===== src/rtl/alu_pkg.sv =====
// Opcode encodings and helpers shared by the pipelined ALU and the
// datapath sequencer that feeds it.
package alu_pkg;

    localparam logic [3:0] OP_ADD  = 4'h0;
    localparam logic [3:0] OP_SUB  = 4'h1;
    localparam logic [3:0] OP_INC  = 4'h2;
    localparam logic [3:0] OP_DEC  = 4'h3;
    localparam logic [3:0] OP_AND  = 4'h4;
    localparam logic [3:0] OP_OR   = 4'h5;
    localparam logic [3:0] OP_XOR  = 4'h6;
    localparam logic [3:0] OP_NOT  = 4'h7;
    localparam logic [3:0] OP_PASA = 4'h8;
    localparam logic [3:0] OP_PASB = 4'h9;
    localparam logic [3:0] OP_SHL  = 4'hA;
    localparam logic [3:0] OP_SHR  = 4'hB;
    localparam logic [3:0] OP_ASR  = 4'hC;
    localparam logic [3:0] OP_ROL  = 4'hD;
    localparam logic [3:0] OP_ROR  = 4'hE;
    localparam logic [3:0] OP_CMP  = 4'hF;

    // True for the opcodes whose overflow flag is meaningful.
    function automatic logic is_arith(input logic [3:0] sel);
        return (sel == OP_ADD) || (sel == OP_SUB) || (sel == OP_INC) ||
               (sel == OP_DEC) || (sel == OP_CMP);
    endfunction

endpackage


===== src/rtl/alu_pipe_if.sv =====
// Handshake and data bundle between the sequencer, the pipelined ALU and
// the register-file writeback. The master side drives operations and
// accepts results; the slave side is the ALU itself.
interface alu_pipe_if #(
    parameter int WIDTH = 8
) ();

    logic             in_valid;
    logic             in_ready;
    logic [3:0]       sel;
    logic             cin;
    logic [WIDTH-1:0] a;
    logic [WIDTH-1:0] b;
    logic             acc_en;
    logic             out_valid;
    logic             out_ready;
    logic [WIDTH-1:0] f;
    logic             cout;
    logic             zero;
    logic             neg;
    logic             ovf;
    logic             ovf_sticky;
    logic             sticky_clr;
    logic [WIDTH-1:0] acc;

    modport master (
        output in_valid, sel, cin, a, b, acc_en, out_ready, sticky_clr,
        input  in_ready, out_valid, f, cout, zero, neg, ovf, ovf_sticky, acc
    );

    modport slave (
        input  in_valid, sel, cin, a, b, acc_en, out_ready, sticky_clr,
        output in_ready, out_valid, f, cout, zero, neg, ovf, ovf_sticky, acc
    );

endinterface


===== src/rtl/alu_core.sv =====
// Purely combinational WIDTH-bit ALU datapath. Arithmetic is done one bit
// wider so the carry/no-borrow lands in the top bit of the sum. CMP returns
// operand a on f but reports zero/neg from the difference a-b.
module alu_core
    import alu_pkg::*;
#(
    parameter int WIDTH = 8
) (
    input  logic [3:0]       sel,
    input  logic             cin,
    input  logic [WIDTH-1:0] a,
    input  logic [WIDTH-1:0] b,
    output logic [WIDTH-1:0] f,
    output logic             cout,
    output logic             zero,
    output logic             neg,
    output logic             ovf
);

    localparam int MSB = WIDTH - 1;

    logic [WIDTH:0]   sum;
    logic [WIDTH-1:0] flag_src;
    logic             arith_ovf;

    // Select the result, carry-out and signed overflow for the opcode, then derive zero/neg.
    always_comb begin
        sum       = '0;
        f         = '0;
        cout      = 1'b0;
        arith_ovf = 1'b0;
        flag_src  = '0;
        case (sel)
            OP_ADD: begin
                sum       = {1'b0, a} + {1'b0, b} + (WIDTH+1)'(cin);
                f         = sum[MSB:0];
                cout      = sum[WIDTH];
                arith_ovf = (a[MSB] == b[MSB]) && (sum[MSB] != a[MSB]);
            end
            OP_SUB: begin
                sum       = {1'b0, a} + {1'b0, ~b} + (WIDTH+1)'(cin);
                f         = sum[MSB:0];
                cout      = sum[WIDTH];
                arith_ovf = (a[MSB] != b[MSB]) && (sum[MSB] != a[MSB]);
            end
            OP_INC: begin
                sum       = {1'b0, a} + (WIDTH+1)'(1);
                f         = sum[MSB:0];
                cout      = sum[WIDTH];
                arith_ovf = !a[MSB] && sum[MSB];
            end
            OP_DEC: begin
                sum       = {1'b0, a} + {1'b0, {WIDTH{1'b1}}};
                f         = sum[MSB:0];
                cout      = sum[WIDTH];
                arith_ovf = a[MSB] && !sum[MSB];
            end
            OP_AND:  f = a & b;
            OP_OR:   f = a | b;
            OP_XOR:  f = a ^ b;
            OP_NOT:  f = ~a;
            OP_PASA: f = a;
            OP_PASB: f = b;
            OP_SHL: begin
                f    = {a[MSB-1:0], 1'b0};
                cout = a[MSB];
            end
            OP_SHR: begin
                f    = {1'b0, a[MSB:1]};
                cout = a[0];
            end
            OP_ASR: begin
                f    = {a[MSB], a[MSB:1]};
                cout = a[0];
            end
            OP_ROL: begin
                f    = {a[MSB-1:0], a[MSB]};
                cout = a[MSB];
            end
            OP_ROR: begin
                f    = {a[0], a[MSB:1]};
                cout = a[0];
            end
            OP_CMP: begin
                sum       = {1'b0, a} + {1'b0, ~b} + (WIDTH+1)'(1);
                f         = a;
                cout      = sum[WIDTH];
                arith_ovf = (a[MSB] != b[MSB]) && (sum[MSB] != a[MSB]);
            end
            default: ;
        endcase
        flag_src = (sel == OP_CMP) ? sum[MSB:0] : f;
        zero     = (flag_src == '0);
        neg      = flag_src[MSB];
        ovf      = is_arith(sel) && arith_ovf;
    end

endmodule


===== src/rtl/alu_pipe.sv =====
// Two-stage pipelined ALU. S1 registers the accepted operation; S2 holds
// the computed result, flags, accumulator and sticky overflow. A single
// advance signal stalls both stages together when the result is not taken.
module alu_pipe
    import alu_pkg::*;
#(
    parameter int               WIDTH     = 8,
    parameter logic [WIDTH-1:0] ACC_RESET = '0
) (
    input logic       clk,
    input logic       rst,
    alu_pipe_if.slave bus
);

    logic             adv;

    logic             s1_valid;
    logic [3:0]       s1_sel;
    logic             s1_cin;
    logic [WIDTH-1:0] s1_a;
    logic [WIDTH-1:0] s1_b;
    logic             s1_acc_en;

    logic [WIDTH-1:0] core_a;
    logic [WIDTH-1:0] core_f;
    logic             core_cout;
    logic             core_zero;
    logic             core_neg;
    logic             core_ovf;

    logic             out_valid_q;
    logic [WIDTH-1:0] f_q;
    logic             cout_q;
    logic             zero_q;
    logic             neg_q;
    logic             ovf_q;
    logic             sticky_q;
    logic [WIDTH-1:0] acc_q;

    assign adv          = !out_valid_q || bus.out_ready;
    assign bus.in_ready = adv;

    // The accumulator already holds the previous op's result by the time the next op sits in S1.
    assign core_a = s1_acc_en ? acc_q : s1_a;

    // S1: capture the upstream operation whenever the pipeline advances.
    always_ff @(posedge clk) begin
        if (rst) begin
            s1_valid  <= 1'b0;
            s1_sel    <= OP_ADD;
            s1_cin    <= 1'b0;
            s1_a      <= '0;
            s1_b      <= '0;
            s1_acc_en <= 1'b0;
        end else if (adv) begin
            s1_valid  <= bus.in_valid;
            s1_sel    <= bus.sel;
            s1_cin    <= bus.cin;
            s1_a      <= bus.a;
            s1_b      <= bus.b;
            s1_acc_en <= bus.acc_en;
        end
    end

    alu_core #(
        .WIDTH(WIDTH)
    ) u_core (
        .sel  (s1_sel),
        .cin  (s1_cin),
        .a    (core_a),
        .b    (s1_b),
        .f    (core_f),
        .cout (core_cout),
        .zero (core_zero),
        .neg  (core_neg),
        .ovf  (core_ovf)
    );

    // S2: load result and flags, and update the accumulator for every non-CMP op.
    always_ff @(posedge clk) begin
        if (rst) begin
            out_valid_q <= 1'b0;
            f_q         <= '0;
            cout_q      <= 1'b0;
            zero_q      <= 1'b0;
            neg_q       <= 1'b0;
            ovf_q       <= 1'b0;
            acc_q       <= ACC_RESET;
        end else if (adv) begin
            out_valid_q <= s1_valid;
            if (s1_valid) begin
                f_q    <= core_f;
                cout_q <= core_cout;
                zero_q <= core_zero;
                neg_q  <= core_neg;
                ovf_q  <= core_ovf;
                if (s1_sel != OP_CMP) begin
                    acc_q <= core_f;
                end
            end
        end
    end

    // Sticky overflow: a new overflow beats a simultaneous clear request.
    always_ff @(posedge clk) begin
        if (rst) begin
            sticky_q <= 1'b0;
        end else if (adv && s1_valid && core_ovf) begin
            sticky_q <= 1'b1;
        end else if (bus.sticky_clr) begin
            sticky_q <= 1'b0;
        end
    end

    assign bus.out_valid  = out_valid_q;
    assign bus.f          = f_q;
    assign bus.cout       = cout_q;
    assign bus.zero       = zero_q;
    assign bus.neg        = neg_q;
    assign bus.ovf        = ovf_q;
    assign bus.ovf_sticky = sticky_q;
    assign bus.acc        = acc_q;

endmodule

===== src/flat_wrapper.sv =====
// flat-port wrapper written by rule: the top's interface ports become plain ports
module alu_pipe_flat import alu_pkg::*;
#(
    parameter int               WIDTH     = 8,
    parameter logic [WIDTH-1:0] ACC_RESET = '0
)
  (clk, rst, bus_in_valid, bus_sel, bus_cin, bus_a, bus_b, bus_acc_en, bus_out_ready, bus_sticky_clr, bus_in_ready, bus_out_valid, bus_f, bus_cout, bus_zero, bus_neg, bus_ovf, bus_ovf_sticky, bus_acc);
  alu_pipe_if #(.WIDTH(WIDTH)) bus_i ();
  input logic clk;
  input logic rst;
  input wire logic [$bits(bus_i.in_valid)-1:0] bus_in_valid;
  input wire logic [$bits(bus_i.sel)-1:0] bus_sel;
  input wire logic [$bits(bus_i.cin)-1:0] bus_cin;
  input wire logic [$bits(bus_i.a)-1:0] bus_a;
  input wire logic [$bits(bus_i.b)-1:0] bus_b;
  input wire logic [$bits(bus_i.acc_en)-1:0] bus_acc_en;
  input wire logic [$bits(bus_i.out_ready)-1:0] bus_out_ready;
  input wire logic [$bits(bus_i.sticky_clr)-1:0] bus_sticky_clr;
  output wire logic [$bits(bus_i.in_ready)-1:0] bus_in_ready;
  output wire logic [$bits(bus_i.out_valid)-1:0] bus_out_valid;
  output wire logic [$bits(bus_i.f)-1:0] bus_f;
  output wire logic [$bits(bus_i.cout)-1:0] bus_cout;
  output wire logic [$bits(bus_i.zero)-1:0] bus_zero;
  output wire logic [$bits(bus_i.neg)-1:0] bus_neg;
  output wire logic [$bits(bus_i.ovf)-1:0] bus_ovf;
  output wire logic [$bits(bus_i.ovf_sticky)-1:0] bus_ovf_sticky;
  output wire logic [$bits(bus_i.acc)-1:0] bus_acc;
  assign bus_i.in_valid = bus_in_valid;
  assign bus_i.sel = bus_sel;
  assign bus_i.cin = bus_cin;
  assign bus_i.a = bus_a;
  assign bus_i.b = bus_b;
  assign bus_i.acc_en = bus_acc_en;
  assign bus_i.out_ready = bus_out_ready;
  assign bus_i.sticky_clr = bus_sticky_clr;
  assign bus_in_ready = bus_i.in_ready;
  assign bus_out_valid = bus_i.out_valid;
  assign bus_f = bus_i.f;
  assign bus_cout = bus_i.cout;
  assign bus_zero = bus_i.zero;
  assign bus_neg = bus_i.neg;
  assign bus_ovf = bus_i.ovf;
  assign bus_ovf_sticky = bus_i.ovf_sticky;
  assign bus_acc = bus_i.acc;
  alu_pipe #(.WIDTH(WIDTH), .ACC_RESET(ACC_RESET)) u_core (.clk(clk), .rst(rst), .bus(bus_i));
endmodule

===== config.mk =====
export PLATFORM = sky130hd
export DESIGN_NAME = alu_pipe_flat
export DESIGN_NICKNAME = d
export VERILOG_FILES = /design/src/rtl/alu_pkg.sv /design/src/rtl/alu_pipe_if.sv /design/src/rtl/alu_core.sv /design/src/rtl/alu_pipe.sv /design/src/flat_wrapper.sv
export SDC_FILE = /design/constraint.sdc
export NUM_CORES = 1
export LEC_CHECK = 0
export ABC_AREA = 1
export CORE_UTILIZATION = 57
export DETAILED_ROUTE_END_ITERATION = 7
export PLACE_DENSITY = 0.89
export SYNTH_ARGS = -nofsm -noshare
export SYNTH_HDL_FRONTEND = slang
export SYNTH_SLANG_ARGS = --single-unit

===== constraint.sdc =====
create_clock -name clk -period 3.2 [get_ports clk]
set_clock_uncertainty 0.15 [all_clocks]
set_input_delay 0.96 -clock clk [delete_from_list [all_inputs] [get_ports clk]]
set_output_delay 0.96 -clock clk [all_outputs]
set_load 0.02 [all_outputs]

Yosys cells after proc, flatten, opt, wreduce, memory -nomap -nowiden:

Cells that the tools add are included.

* muxes and demuxes: 7
* bitwise logic cells: 5
* reduce and logical (&&, ||, !) cells: 24
* equality and inequality tests: 21
* $add $sub $neg: 7

Operators with widths (count)
* $pmux W8 S15: 1
* $eq A4 B4 Y1 const B: 8
* $add A8 B8 Y9: 2
* $add A9 B1 Y9: 2
* $eq A4 B3 Y1 const B: 4
* $mux W8: 2
* $not A8 Y8: 2
* $add A8 B1 Y9 const B: 1
* $add A8 B8 Y9 const B: 1
* $add A9 B1 Y9 const B: 1
* $and A8 B8 Y8: 1
* $eq A4 B2 Y1 const B: 2
* $logic_and A1 B1 Y1: 8
* $logic_not A8 Y1: 1
* $or A8 B8 Y8: 1
* $xor A8 B8 Y8: 1
* $pmux W1 S7: 1
* $logic_or A1 B1 Y1: 5
* $pmux W1 S5: 1
* $eq A4 B1 Y1 const B: 1
* $logic_not A4 Y1: 1
* $ne A1 B1 Y1: 4
* $ne A4 B4 Y1 const B: 1
* $reduce_or A2 Y1: 2
* other kinds (7): 10

* logic and storage cells: 78
* register bits: 45
* output and inout bits: 23

Longest topological paths before layout:

* depth after elaboration: 9
* mapped depth: 25
* depth with buffers taken out: 24

By module:

From an unflattened synthesis, not the netlist that was laid out.

* cell total of the unflattened synthesis: 726
* area, all modules: 4350.4 sq um

By module, submodules not included
* alu_core: area each 2509.9 sq um, times used 1, cells each 500, seq. area each 0.0 sq um
* alu_pipe: area each 1840.5 sq um, times used 1, cells each 226, seq. area each 900.9 sq um

Worst setup path after synthesis:

No wires, ideal clock.

* path kind: register -> register
* start: register u_core.s1_acc_en
* end: register u_core.zero_q, in the netlist u_core.bus.zero
* stages on the path, launching flop included: 23
* setup slack: 0.329 ns
* buffers on the path: 1
* clock period less this slack: 2.871 ns
* setup time: 0.066 ns
* data arrival time: 2.655 ns
* cell sequence: dfxtp_1 buf_6 inv_8 nand2_1 nand2_1 ha_1 inv_1 fa_1 inv_1 nand2_2 nand2_1 nand3_1 nand2_1 nand2_1 nor2_2 nand3_1 nand3_1 nand3_1 nor2_1 nand2_1 nor2_1 nand2_1 a21oi_2

* longest elaborated chain between the ends: 6
* elaborated cells on any way between the ends: 15

Ends and longest elaborated chain
* from (decl): line alu_pipe.sv:22 `logic s1_acc_en;`
* from (signal assigned): line alu_pipe.sv:61 `s1_acc_en <= bus.acc_en;`
* $mux W8 *: line alu_pipe.sv:44 `assign core_a = s1_acc_en ? acc_q : s1_a;`
* $add A8 B8 Y9 (on tied branches): line alu_core.sv:41, alu_core.sv:85, alu_core.sv:35
* $add A9 B1 Y9 (on tied branches): line alu_core.sv:41, alu_core.sv:35
* $pmux W8 S15: line alu_core.sv:33 `case (sel)`
* $mux W8 *: line alu_core.sv:92 `flag_src = (sel == OP_CMP) ? sum[MSB:0] : f;`
* $logic_not A8 Y1 *: line alu_core.sv:93 `zero = (flag_src == '0);`
* to (signal assigned): line alu_pipe.sv:94 `zero_q <= core_zero;`
* to (decl): line alu_pipe.sv:34 `logic zero_q;`

Mark *: on every way between the ends. The rest lies on a longest branch, timed or not.
A chain may end at the register's enable or synchronous reset.

Worst setup path in the final report:

Same ends and word-level chain as after synthesis.

==> impl_metrics.prom <==
# TYPE chip_impl_metric gauge
chip_impl_info{name="netlist.top_cell.by_area",value="sky130_fd_sc_hd__dfxtp_1"} 1
chip_impl_info{name="run_status",value="finished, final reports clean"} 1
chip_impl_metric{name="port_buffers",unit=""} 49
chip_impl_metric{name="insertion_delay",unit="ps"} 310
chip_impl_metric{name="final_net_count",unit=""} 833
chip_impl_metric{name="synthesis.area",unit="µm²"} 4100
chip_impl_metric{name="final.setup.tns",unit="ps"} 0
chip_impl_metric{name="fraction_of_synthesized_cell_area_in_xor_and_xnor_cells",unit="%"} 0.854
chip_impl_info{name="largest_family_of_logic_cells_by_synthesized_area",value="simple AND/OR/NAND/NOR gates"} 1
chip_impl_metric{name="wire_per_inst",unit="µm"} 16.7
chip_impl_metric{name="place_area",unit="µm²"} 4910
chip_impl_metric{name="cts.sink_count",unit=""} 45
chip_impl_metric{name="final.hold.worst_slack",unit="ps"} 334
chip_impl_metric{name="final_min_period_over_clock_period",unit="%"} 96.3
chip_impl_info{name="tritoncts",value="built"} 1
chip_impl_info{name="endpoint_kind",value="flop"} 1
chip_impl_info{name="timing.critical_path.from",value="u_core.s1_acc_en"} 1
chip_impl_metric{name="cts.reportedPaths.clkPinSlew",unit="ps"} 100
chip_impl_metric{name="placement_rows",unit=""} 30
chip_impl_info{name="worst_r2r_endpoint",value="u_core.bus.zero"} 1
chip_impl_metric{name="antenna_found_initial",unit=""} 0
chip_impl_metric{name="max-slew-margin-rel",unit="%"} 50.7
chip_impl_metric{name="synth.lib_cells_used.distinct",unit=""} 36
chip_impl_metric{name="grt_start_max_net_pins",unit=""} 39
chip_impl_metric{name="yosys_warnings",unit=""} 0
chip_impl_metric{name="synth_simple_gate_area_share",unit="%"} 37.7
chip_impl_metric{name="flop_and_latch_count_out_of_synthesis",unit=""} 45
chip_impl_metric{name="first_pass_grt_wire_length",unit="µm"} 22100
chip_impl_metric{name="globalRouteOverflowTotal",unit=""} 0
chip_impl_metric{name="final_period_minus_worst_setup_slack",unit="ps"} 3080
chip_impl_metric{name="timing_worst_slew_pin_value",unit="ps"} 736
chip_impl_metric{name="arrival",unit="ps"} 3140
chip_impl_metric{name="post-synth-top-area-fraction",unit="%"} 22.0
chip_impl_metric{name="die_y",unit="µm"} 86.8
chip_impl_metric{name="boundaryPins",unit=""} 50
chip_impl_info{name="crit_type",value="reg -> reg"} 1
chip_impl_info{name="cts_root_buf",value="sky130_fd_sc_hd__clkbuf_8"} 1
chip_impl_metric{name="worstRegToRegCells",unit=""} 20
chip_impl_metric{name="gp_congestion",unit=""} 0.962
chip_impl_metric{name="cpPeakStageDelay",unit="ps"} 530
chip_impl_metric{name="die_x",unit="µm"} 86.8
chip_impl_metric{name="critPathRequiredTime",unit="ps"} 3260
chip_impl_info{name="crit_path_frequent_cell",value="sky130_fd_sc_hd__nand2_1"} 1
chip_impl_metric{name="async_flop_share",unit="%"} 0
chip_impl_metric{name="max-vdd-ir-drop",unit="V"} 0.000265
chip_impl_metric{name="drcViolationCount",unit=""} 0
chip_impl_metric{name="syn_inst",unit=""} 691
chip_impl_metric{name="drv.max_cap_violation_count",unit=""} 0
chip_impl_metric{name="number_of_buffers_created_by_cts",unit=""} 5
chip_impl_info{name="netlist_top_cells_area",value="sky130_fd_sc_hd__dfxtp_1, sky130_fd_sc_hd__nand2_1, sky130_fd_sc_hd__ha_1"} 1
chip_impl_metric{name="synthesis.nets",unit=""} 754
chip_impl_info{name="cp-start-kind",value="flop"} 1
chip_impl_metric{name="critPathMaxFanout",unit=""} 10
chip_impl_metric{name="setup_violations",unit=""} 0
chip_impl_metric{name="diodes",unit=""} 0
chip_impl_metric{name="cts-htree-levels",unit=""} 2
chip_impl_info{name="cell_with_the_most_instances_after_synthesis",value="sky130_fd_sc_hd__nand2_1"} 1
chip_impl_metric{name="detailedPlacementHpwl",unit="µm"} 11100
chip_impl_info{name="hold_class",value="reg -> reg"} 1
chip_impl_metric{name="timing.final.max_slew_violations",unit=""} 0
chip_impl_metric{name="routed-via-count",unit=""} 5085
chip_impl_metric{name="final-hold-violation-count",unit=""} 0
chip_impl_metric{name="viasPerCell",unit=""} 5.87
chip_impl_metric{name="rrSetupSlack",unit="ps"} 120
chip_impl_metric{name="cts.path.max_buffers",unit=""} 2
chip_impl_metric{name="seq_area_frac_synth",unit="%"} 22.0
chip_impl_metric{name="dieArea",unit="µm²"} 7540
chip_impl_metric{name="adder_and_majority_cell_fraction_of_the_synthesized_area",unit="%"} 11.5
chip_impl_info{name="cp_cell_sequence",value="inv_8 -> nand2_1 -> nand2_1 -> ha_2 -> inv_1 -> fa_2 -> inv_2 -> ha_1 -> inv_1 -> o21ai_1 -> a21oi_1 -> nor2_1 -> nand3_1 -> a21oi_2 -> nand2_1 -> nand2_1 -> nand2_1 -> nor2_1 -> nand2_1 -> a21oi_2"} 1
chip_impl_info{name="synthFlopType",value="sky130_fd_sc_hd__dfxtp_1"} 1
chip_impl_metric{name="synth-compound-area-share",unit="%"} 18.2
chip_impl_info{name="synth.top_cells.by_count",value="sky130_fd_sc_hd__nand2_1, sky130_fd_sc_hd__nor2_1, sky130_fd_sc_hd__inv_1, sky130_fd_sc_hd__o21ai_0, sky130_fd_sc_hd__a21oi_1"} 1
chip_impl_metric{name="fmax",unit="MHz"} 325
chip_impl_metric{name="ant_nets",unit=""} 0
chip_impl_metric{name="hold_buffers",unit=""} 0
chip_impl_metric{name="drtIter0Drc",unit=""} 505
chip_impl_metric{name="final_cell_area",unit="µm²"} 5140
chip_impl_metric{name="edff_count_synth",unit=""} 0
chip_impl_info{name="critical_path.reg2reg.startpoint",value="u_core.s1_acc_en"} 1
chip_impl_metric{name="p_leak",unit="nW"} 2.45
chip_impl_info{name="crit_path_end",value="u_core.bus.zero"} 1
chip_impl_metric{name="core-area",unit="µm²"} 6870
chip_impl_metric{name="fraction_of_layout_cells_with_a_size_suffix_above_1",unit="%"} 12.6
chip_impl_metric{name="drtPass1Iterations",unit=""} 5
chip_impl_metric{name="track_usage",unit="%"} 38.4
chip_impl_metric{name="avgSynthCellArea",unit="µm²"} 5.93
chip_impl_info{name="cp_slowest_cell",value="sky130_fd_sc_hd__fa_2"} 1
chip_impl_metric{name="finish.utilization",unit="%"} 74.9
chip_impl_metric{name="mux_cell_area_share_after_synthesis",unit="%"} 0
chip_impl_metric{name="wl",unit="µm"} 14500
chip_impl_metric{name="power",unit="mW"} 2.03
chip_impl_metric{name="power_density",unit="nW/µm²"} 395
chip_impl_metric{name="area_growth_syn_to_layout",unit="%"} 25.4
chip_impl_metric{name="first_global_vias",unit=""} 4594
chip_impl_metric{name="initial_utilization",unit="%"} 59.7
-- worst min-delay path by stage --
stage	to	slack, ps	start	cells past startpoint
2_1_floorplan	u_core.bus.out_valid	300	u_core.s1_valid	2
3_3_place_gp	u_core.bus.cout	300	u_core.bus.cout	2
3_5_place_dp	u_core.bus.ovf	310	u_core.bus.ovf	2
4_1_cts	u_core.bus.ovf	330	u_core.bus.ovf	2
5_1_grt	u_core.s1_a[6]	360	u_core.s1_a[6]	2
6_report	u_core.bus.ovf	330	u_core.bus.ovf	2
-- kinds of logic (layout without fill, tap and decap cells) --
family	after synthesis	count (layout)
and+or+nand+nor	368	368
AOI/OAI and AO/OA	139	139
buffers and inverters	99	179
DFF	45	45
adders and majority gates	36	36
xor gates and xnor gates	4	4
-- metal layers --
| metal | GRT usage [%] | share of wire, % | vias to the layer above |
|---|---|---|---|
| met3 | 3.90 | 9.9 | 61 |
| li1 | - | - | 2389 |
| met1 | 48.2 | 39 | 2282 |
| met4 | 16.7 | 4.2 | 0 |
| met5 | 0 | 0 | - |
| met2 | 66.6 | 47 | 353 |
-- through the flow --
stage,std cells,setup WS [ps]
2_1_floorplan,691,329
3_3_place_gp,854,-43.2
3_5_place_dp,854,-61.2
4_1_cts,862,35.4
5_1_grt,867,-95.9
6_report,867,118
-- registers in the layout, summed over array words and instances, names as in the netlist, 4 cells and up --
signal and count:
u_core.bus.acc 8, u_core.bus.f 8, u_core.s1_a 8, u_core.s1_b 8, u_core.s1_sel 4
-- cells in the final DEF, fill, tap and decap left out, types with 2 or more instances in the layout --
cell type                         instances
sky130_fd_sc_hd__o21ai_0                 62
sky130_fd_sc_hd__nand3b_1                 3
sky130_fd_sc_hd__o22ai_1                  2
sky130_fd_sc_hd__ha_1                    32
sky130_fd_sc_hd__o221ai_1                 3
sky130_fd_sc_hd__o21bai_1                 2
sky130_fd_sc_hd__a21oi_1                 60
sky130_fd_sc_hd__nand4_1                  8
sky130_fd_sc_hd__inv_1                   73
sky130_fd_sc_hd__nand3_1                 52
sky130_fd_sc_hd__nor2_2                   8
sky130_fd_sc_hd__a21oi_2                  2
sky130_fd_sc_hd__nand3_2                  8
sky130_fd_sc_hd__nor3_1                   2
sky130_fd_sc_hd__clkbuf_8                 5
sky130_fd_sc_hd__nor2_1                  79
sky130_fd_sc_hd__nor2_4                   4
sky130_fd_sc_hd__clkdlybuf4s50_1         48
sky130_fd_sc_hd__fa_1                     2
sky130_fd_sc_hd__o211ai_1                 2
sky130_fd_sc_hd__xor2_1                   3
sky130_fd_sc_hd__nand2_1                188
sky130_fd_sc_hd__dfxtp_1                 44
sky130_fd_sc_hd__buf_4                   40
sky130_fd_sc_hd__inv_2                    7
sky130_fd_sc_hd__nand2_4                  2
sky130_fd_sc_hd__or2_0                    2
sky130_fd_sc_hd__nand2_2                 11
-- area by class of cell --
type	instances	area (µm²)
sequential	45	905
timing repair buffer	90	810
inverter	81	312
clock inverter	3	25.0
fill	555	1730
multi-input combinational	547	2900
tap	96	120
clock buffer	5	68.8
-- what timing repair did --
item                                   4_1_cts  5_1_grt
pin swaps                                    0        9
buffers inserted                             0        5
setup endpoints to repair                    1        9
resized for setup                            1       32
endpoints found under the hold margin        0        0
-- critical path: cells and delay by family (launching register included) --
kind | cells | cell delay (ps)
fa+ha+maj | 3 | 920
simple gates | 9 | 750
compound gates | 4 | 450
flops | 1 | 380
buf+inv | 4 | 300
-- power breakdown --
part	leakage, nW	internal [mW]	total (mW)	switching [mW]
combinational	2.03	0.371	1.01	0.637
sequential	0.373	0.603	0.638	0.0353
clock	0.0447	0.158	0.385	0.226
total	2.45	1.13	2.03	0.899
Note: power is estimated with default switching activity, not from simulation.
